==> config.mk <==
export PLATFORM = sky130hd
export DESIGN_NAME = rvfi_commit_serializer
export DESIGN_NICKNAME = d
export VERILOG_FILES = /design/src/rtl/rvfi_commit_serializer.sv
export SDC_FILE = /design/constraint.sdc
export NUM_CORES = 2
export LEC_CHECK = 0
export ABC_AREA = 0
export CORE_MARGIN = 2
export CORE_UTILIZATION = 55
export CTS_CLUSTER_DIAMETER = 60
export DETAILED_ROUTE_END_ITERATION = 8
export PLACE_DENSITY = 0.76
export SLEW_MARGIN = 5
export SYNTH_ARGS = -nofsm -noshare
export SYNTH_HDL_FRONTEND = slang
export SYNTH_SLANG_ARGS = --single-unit
==> constraint.sdc <==
create_clock -name clk_i -period 16.4 [get_ports clk_i]
set_input_delay 3.28 -clock clk_i [delete_from_list [all_inputs] [get_ports clk_i]]
set_output_delay 3.28 -clock clk_i [all_outputs]
set_load 0.05 [all_outputs]
==> src/rtl/rvfi_commit_serializer.sv <==
// Compacts multi-port RVFI commits into one FIFO-buffered, sequence-numbered stream.
// Latency 1 cycle, no bypass. Commit cannot stall: overflow records are dropped, flagged and counted.
package rvfi_pkg;
    typedef struct packed {
        logic        valid;
        logic        trap;
        logic [31:0] insn;
        logic [31:0] pc_rdata;
        logic [31:0] pc_wdata;
        logic [4:0]  rd_addr;
        logic [31:0] rd_wdata;
        logic [1:0]  mode;
    } rvfi_instr_t;
endpackage

module rvfi_commit_serializer #(
    parameter int unsigned NR_COMMIT_PORTS = 2,
    parameter int unsigned DEPTH           = 8
) (
    input  logic                                     clk_i,
    input  logic                                     rst_ni,
    input  rvfi_pkg::rvfi_instr_t [NR_COMMIT_PORTS-1:0] rvfi_i,
    input  logic                                     flush_i,
    output rvfi_pkg::rvfi_instr_t                    rvfi_o,
    output logic                                     out_valid_o,
    input  logic                                     out_ready_i,
    output logic [63:0]                              order_o,
    output logic [$clog2(DEPTH):0]                   level_o,
    output logic                                     overflow_o,
    output logic [31:0]                              drop_cnt_o
);
    localparam int unsigned AW = $clog2(DEPTH);
    localparam int unsigned LW = AW + 1;

    rvfi_pkg::rvfi_instr_t mem_q [DEPTH];
    logic [63:0]           ord_q [DEPTH];

    logic [AW-1:0] wptr_q, wptr_d, rptr_q, rptr_d;
    logic [LW-1:0] level_q, level_d;
    logic [63:0]   seq_q, seq_d;
    logic          overflow_q, overflow_d;
    logic [31:0]   drop_cnt_q, drop_cnt_d;

    logic          we    [NR_COMMIT_PORTS];
    logic [AW-1:0] waddr [NR_COMMIT_PORTS];
    logic [63:0]   word  [NR_COMMIT_PORTS];
    logic [LW-1:0] free, n_rec, n_push, n_drop;
    logic [32:0]   drop_sum;
    logic          pop;

    always_comb begin
        free   = LW'(DEPTH) - level_q;
        n_rec  = '0;
        n_push = '0;
        n_drop = '0;
        for (int p = 0; p < NR_COMMIT_PORTS; p++) begin
            we[p]    = 1'b0;
            waddr[p] = wptr_q + n_rec[AW-1:0];
            word[p]  = seq_q + 64'(n_rec);
            if (!flush_i && (rvfi_i[p].valid || rvfi_i[p].trap)) begin
                // Records are ranked in port order, so the first 'free' ranks are the accepted ones.
                if (n_rec < free) begin
                    we[p]  = 1'b1;
                    n_push = n_push + LW'(1);
                end else begin
                    n_drop = n_drop + LW'(1);
                end
                n_rec = n_rec + LW'(1);
            end
        end

        pop        = (level_q != '0) && out_ready_i && !flush_i;
        seq_d      = seq_q + 64'(n_rec);
        overflow_d = overflow_q || (n_drop != '0);
        drop_sum   = {1'b0, drop_cnt_q} + 33'(n_drop);
        drop_cnt_d = drop_sum[32] ? 32'hFFFF_FFFF : drop_sum[31:0];

        if (flush_i) begin
            wptr_d  = '0;
            rptr_d  = '0;
            level_d = '0;
        end else begin
            wptr_d  = wptr_q + n_push[AW-1:0];
            rptr_d  = rptr_q + AW'(pop);
            level_d = level_q + n_push - LW'(pop);
        end
    end

    always_ff @(posedge clk_i or negedge rst_ni) begin
        if (!rst_ni) begin
            wptr_q     <= '0;
            rptr_q     <= '0;
            level_q    <= '0;
            seq_q      <= '0;
            overflow_q <= 1'b0;
            drop_cnt_q <= '0;
        end else begin
            wptr_q     <= wptr_d;
            rptr_q     <= rptr_d;
            level_q    <= level_d;
            seq_q      <= seq_d;
            overflow_q <= overflow_d;
            drop_cnt_q <= drop_cnt_d;
        end
    end

    // Storage needs no reset: contents are only visible while level_q covers them.
    always_ff @(posedge clk_i) begin
        for (int p = 0; p < NR_COMMIT_PORTS; p++) begin
            if (we[p]) begin
                mem_q[waddr[p]] <= rvfi_i[p];
                ord_q[waddr[p]] <= word[p];
            end
        end
    end

    assign out_valid_o = (level_q != '0);
    assign rvfi_o      = out_valid_o ? mem_q[rptr_q] : '0;
    assign order_o     = out_valid_o ? ord_q[rptr_q] : '0;
    assign level_o     = level_q;
    assign overflow_o  = overflow_q;
    assign drop_cnt_o  = drop_cnt_q;
endmodule

; Yosys cells after proc, flatten, opt, wreduce, memory -nomap -nowiden
; Memory sizes are Yosys's and may differ from the RTL's.
; Index checks and enable logic that the tools add are counted.
[op_classes]
reduce_logical = 10
n_addsub = 12
magnitude_cmp = 2
n_mul = 0
n_eq_ne = 0
n_mux = 24
div_mod_pow = 0
bitwise_logic = 0
shift = 0
[op_table]
columns = operator, count
row1 = $mux 137, 1
row2 = $add 64x4->64, 2
row3 = $mux 64, 1
row4 = $add 32x4->33, 1
row5 = $mux 32, 1
row6 = $mux 4, 6
row7 = $mux 1, 13
row8 = $add 4x1->4 const B, 3
row9 = $reduce_bool 4->1, 2
row10 = $add 3x3->3, 2
row11 = $mux 3, 2
row12 = $add 4x4->4, 1
row13 = $logic_and 1x1->1, 4
row14 = $lt 1x4->1 const A, 1
row15 = $lt 4x4->1, 1
row16 = $sub 4x1->4, 1
row17 = $sub 4x4->4 const A, 1
row18 = $add 3x1->3, 1
row19 = $logic_or 1x1->1, 3
row20 = $logic_not 1->1, 1
[totals]
wordCells = 56
memories = 2
output_inout_bits = 239
inputBits = 278
ff_bits = 107
latch_bits = 0
mem_bits_ro = 0
ramBits = 1608
[mem_list]
columns = memory, depth, width, read_ports, rd_ports_with_merged_regs, wr, line_no
row1 = mem_q, 8, 137, 1, 0, 2, 35  ; rvfi_pkg::rvfi_instr_t mem_q [DEPTH];
row2 = ord_q, 8, 64, 1, 0, 2, 36  ; logic [63:0] ord_q [DEPTH];

; Logic depth before layout (Yosys ltp)
[depth]
ltp_word = 10
mapped_depth = 17

; Worst setup path after synthesis
; Ideal clock, no wire load.
[synth_path]
path_kind = in2reg
start = input port rvfi_i[136] (netlist bit)
end = memory mem_q[0][0] (netlist bit) (enable)
required_ns = 15.344
slack_ns = -3.215
path_stages = 5
t_arrival_ns = 18.559
cell_sequence = buf_2 > o21bai_1 > a21oi_1 > nand2_1 > o31ai_1
[synth_lines]
columns = item, line_no
row1 = "start, declared", 22  ; input rvfi_pkg::rvfi_instr_t [NR_COMMIT_PORTS-1:0] rvfi_i,
row2 = "end, declared", 35

==> key figures <==
Cells and area
  • Area growth from synthesis to layout: 12.2%
  • Layout Nets: 8546
  • Commonest non-fill, non-tap cell in the layout: nand2_1
  • Commonest non-fill, non-tap cells in the layout: nand2_1, edfxtp_1, nor2_1
  • Non-Filler Instances: 10600
  • Fraction of final layout cells with drive strength greater than 1: 9.42%

Synthesis
  • Ys Warns: 0
  • Synth Net Count: 8571
  • Synth Area in Adders: 0.398%
  • Mux contribution to synthesized area: 12.4%
  • Seq cells post-synth: 1715
  • Post-Synth Simple-Gate Area: 19.5%
  • Post-synth top area share: 54.0%
  • Compound-Gate Fraction of Synth Area: 0.606%
  • Post-synth top area cell: edfxtp_1
  • Synth top area cells: edfxtp_1, nand2_1, mux4_2, xor2_1, dfrtp_1
  • Post-synthesis xor/xnor area fraction: 5.55%
  • Sequential area share after synthesis: 57.0%
  • Syn Std Cell Area: 0.0893 mm^2
  • Async SR Flop Fraction: 6.24%
  • Post-synthesis cell type count: 56
  • Largest family of logic cells by synthesized area: simple AND/OR/NAND/NOR gates
  • Post-Syn Area per Cell: 10.8 um^2
  • Post-Syn Instances: 8267
  • Post-synth EDFFs: 1608
  • Post-synth top flop: edfxtp_1

Timing
  • Period utilization: 57.2%
  • RSZ-0062 raised after global routing: false
  • Final Skew: 27.1 ps
  • Max Fclk: 107 MHz
  • Final hold violations: 0
  • Worst Tran Pin Value: 1270 ps
  • Fin worst setup slack: 7020 ps
  • Final count of pins violating max slew: 0
  • Rel. slew slack: 15.6%
  • Final setup violation count: 0
  • Final Critical Period: 9380 ps

GRT
  • First-pass GRT wire length: 402 mm
  • Initial antenna violation count: 50
  • Pin count of the biggest net entering global routing: 149
  • Vias in the first global route: 63900
  • Tot GR Track Use: 32.7%
  • Grt ovf: 0

Floorplanning
  • Top-level port count: 517
  • Die H: 407 um
  • Initial Util: 55.5%
  • Die area: 0.166 mm^2
  • Die width: 407 um
  • Total core area: 0.161 mm^2
  • Rows: 147

Setup path
  • CP max-delay cell: buf_4
  • CP Capture Type: output pin
  • Startpoint Class: flip-flop
  • Crit-path cells: buf_4, buf_4, buf_4, mux4_2, mux2i_1, nor2_1, clkdlybuf4s50_1
  • Critical path arrival: 6100 ps
  • CP max FO: 63
  • Worst EP required: 13120 ps
  • Worst Setup Path Type: flip-flop to output pin
  • Most used cell, CP: buf_4
  • CP delay by family, top: buffers and inverters
  • Slowest Stage Delay on Critical Path: 910 ps
  • Worst path bufs/invs: 4

Placed design
  • Final HPWL DP: 149 mm
  • IO buf count: 516
  • Gpl congestion: 0.862
  • Inst Count DP: 10200
  • Dpl ws: 6970 ps

Worst hold path
  • Tightest Hold Check Type: flip-flop to flip-flop

Flow run
  • Max Cap Viol: 0

Routing
  • DRC: 0
  • Antenna Nets Post-Route: 0
  • Initial DRC Count: 8635
  • Routed WL: 272 mm
  • Drt first pass iters: 8
  • DR WL/cell: 25.7 um
  • Vias per cell: 6.14
  • Vias: 65000

Clock tree
  • CTS Buf Count: 181
  • Root Buffer: clkbuf_16
  • Post-CTS Setup Inserts: 0
  • TritonCTS clock tree: yes
  • Hold buffer count at CTS: 0
  • Clk slew on worst S/H paths: 60 ps
  • CTS H-tree depth: 4
  • Clock sinks: 1715
  • CTS Buffer Depth: 3
  • CTS resizes: 0
  • Clk_lat worst skew: 840 ps

Pwr
  • Total chip power: 16.1 mW
  • Peak VDD IR: 0.276 mV
  • Power density over the cells: 161 mW/mm^2
  • Pleak: 39.3 nW

Status
  • Outcome: complete, no violations
## through the flow
step,setup TNS (ps),instance area [um^2],hold slack [ps],util (%)
4_1_cts,0,100000,571,62.2
6_report,0,100000,569,62.3
3_3_place_gp,0,94500,544,58.7
5_1_grt,0,100000,595,62.3
2_1_floorplan,-3149590,89300,505,-
3_5_place_dp,0,94500,548,58.7
## cell families (layout without fill, tap and decap cells)
kind of cell             count (synthesis)  after routing
other                                    0             41
adder cells (fa/ha/maj)                 26             26
flip-flops                            1715           1715
AND/OR/NAND/NOR                       4405           4405
XOR/XNOR                               566            566
buffers and inverters                  863            983
AO/OA/AOI/OAI                           85             85
multiplexers                           607            607
## path summary, 6_finish.rpt
| check | from | endpoint | slack (ps) | cells past startpoint |
|---|---|---|---|---|
| min in group asynchronous | rst_ni | drop_cnt_o[12] | 2500 | 1 |
| setup reg to reg | wptr_q[0] | mem_q[6][91] | 11160 | 9 |
| hold reg to reg | drop_cnt_o[29] | drop_cnt_o[29] | 570 | 1 |
| hold / removal | drop_cnt_o[29] | drop_cnt_o[29] | 570 | 1 |
| setup / recovery | rptr_q[1] | rvfi_o[63] | 7020 | 7 |
| max in group asynchronous | rst_ni | rptr_q[0] | 12410 | 2 |
## sequential cells by signal, summed over array words and instances, names as in the netlist
signal	cells
mem_q	1096
ord_q	512
seq_q	64
drop_cnt_o	32
level_o	4
rptr_q	3
wptr_q	3
overflow_o	1
## layer usage
metal	vias to the layer above	global-route usage (%)	share of wire (%)
met5	-	0	0.084
met4	32	14.1	4.2
met3	701	7.21	13
met2	4592	52.6	48
met1	31700	43.0	36
li1	27900	-	-
## cells in the mapped netlist, types with 2 or more instances
| library cell | n |
|---|---|
| a21o_1 | 11 |
| a21oi_1 | 12 |
| and2_1 | 3 |
| and3_1 | 9 |
| and4_1 | 5 |
| buf_1 | 235 |
| buf_2 | 182 |
| buf_4 | 138 |
| clkbuf_1 | 276 |
| dfrtp_1 | 107 |
| edfxtp_1 | 1608 |
| fa_1 | 4 |
| ha_1 | 22 |
| inv_1 | 31 |
| mux2_2 | 4 |
| mux2i_1 | 201 |
| mux4_2 | 402 |
| nand2_1 | 3465 |
| nand2b_1 | 6 |
| nand3_1 | 56 |
| nand3b_1 | 3 |
| nand4_1 | 70 |
| nand4b_1 | 7 |
| nor2_1 | 552 |
| nor2b_1 | 7 |
| nor3_1 | 120 |
| nor3b_1 | 3 |
| nor4_1 | 71 |
| nor4_2 | 4 |
| nor4_4 | 2 |
| o21ai_0 | 37 |
| o21bai_1 | 2 |
| o31ai_1 | 6 |
| o32a_1 | 4 |
| o41ai_1 | 4 |
| or2_2 | 3 |
| or3_1 | 6 |
| or4_1 | 7 |
| xnor2_1 | 102 |
| xor2_1 | 464 |
## power breakdown
part	internal [mW]	leakage [nW]	switching [mW]
combinational	1.87	20.2	4.27
sequential	5.77	16.3	0.236
clock	2.22	2.74	1.75
## final cells by class
class,instances,area [um^2]
diodes,41,103
clock buffers,241,4880
clock inverters,87,767
fillers,12000,60700
inverters,31,116
multi-input cells,5689,34600
flip-flops and latches,1715,51000
well taps,2160,2700
repair buffers,624,6090
Power figures use the tool's default switching activity.
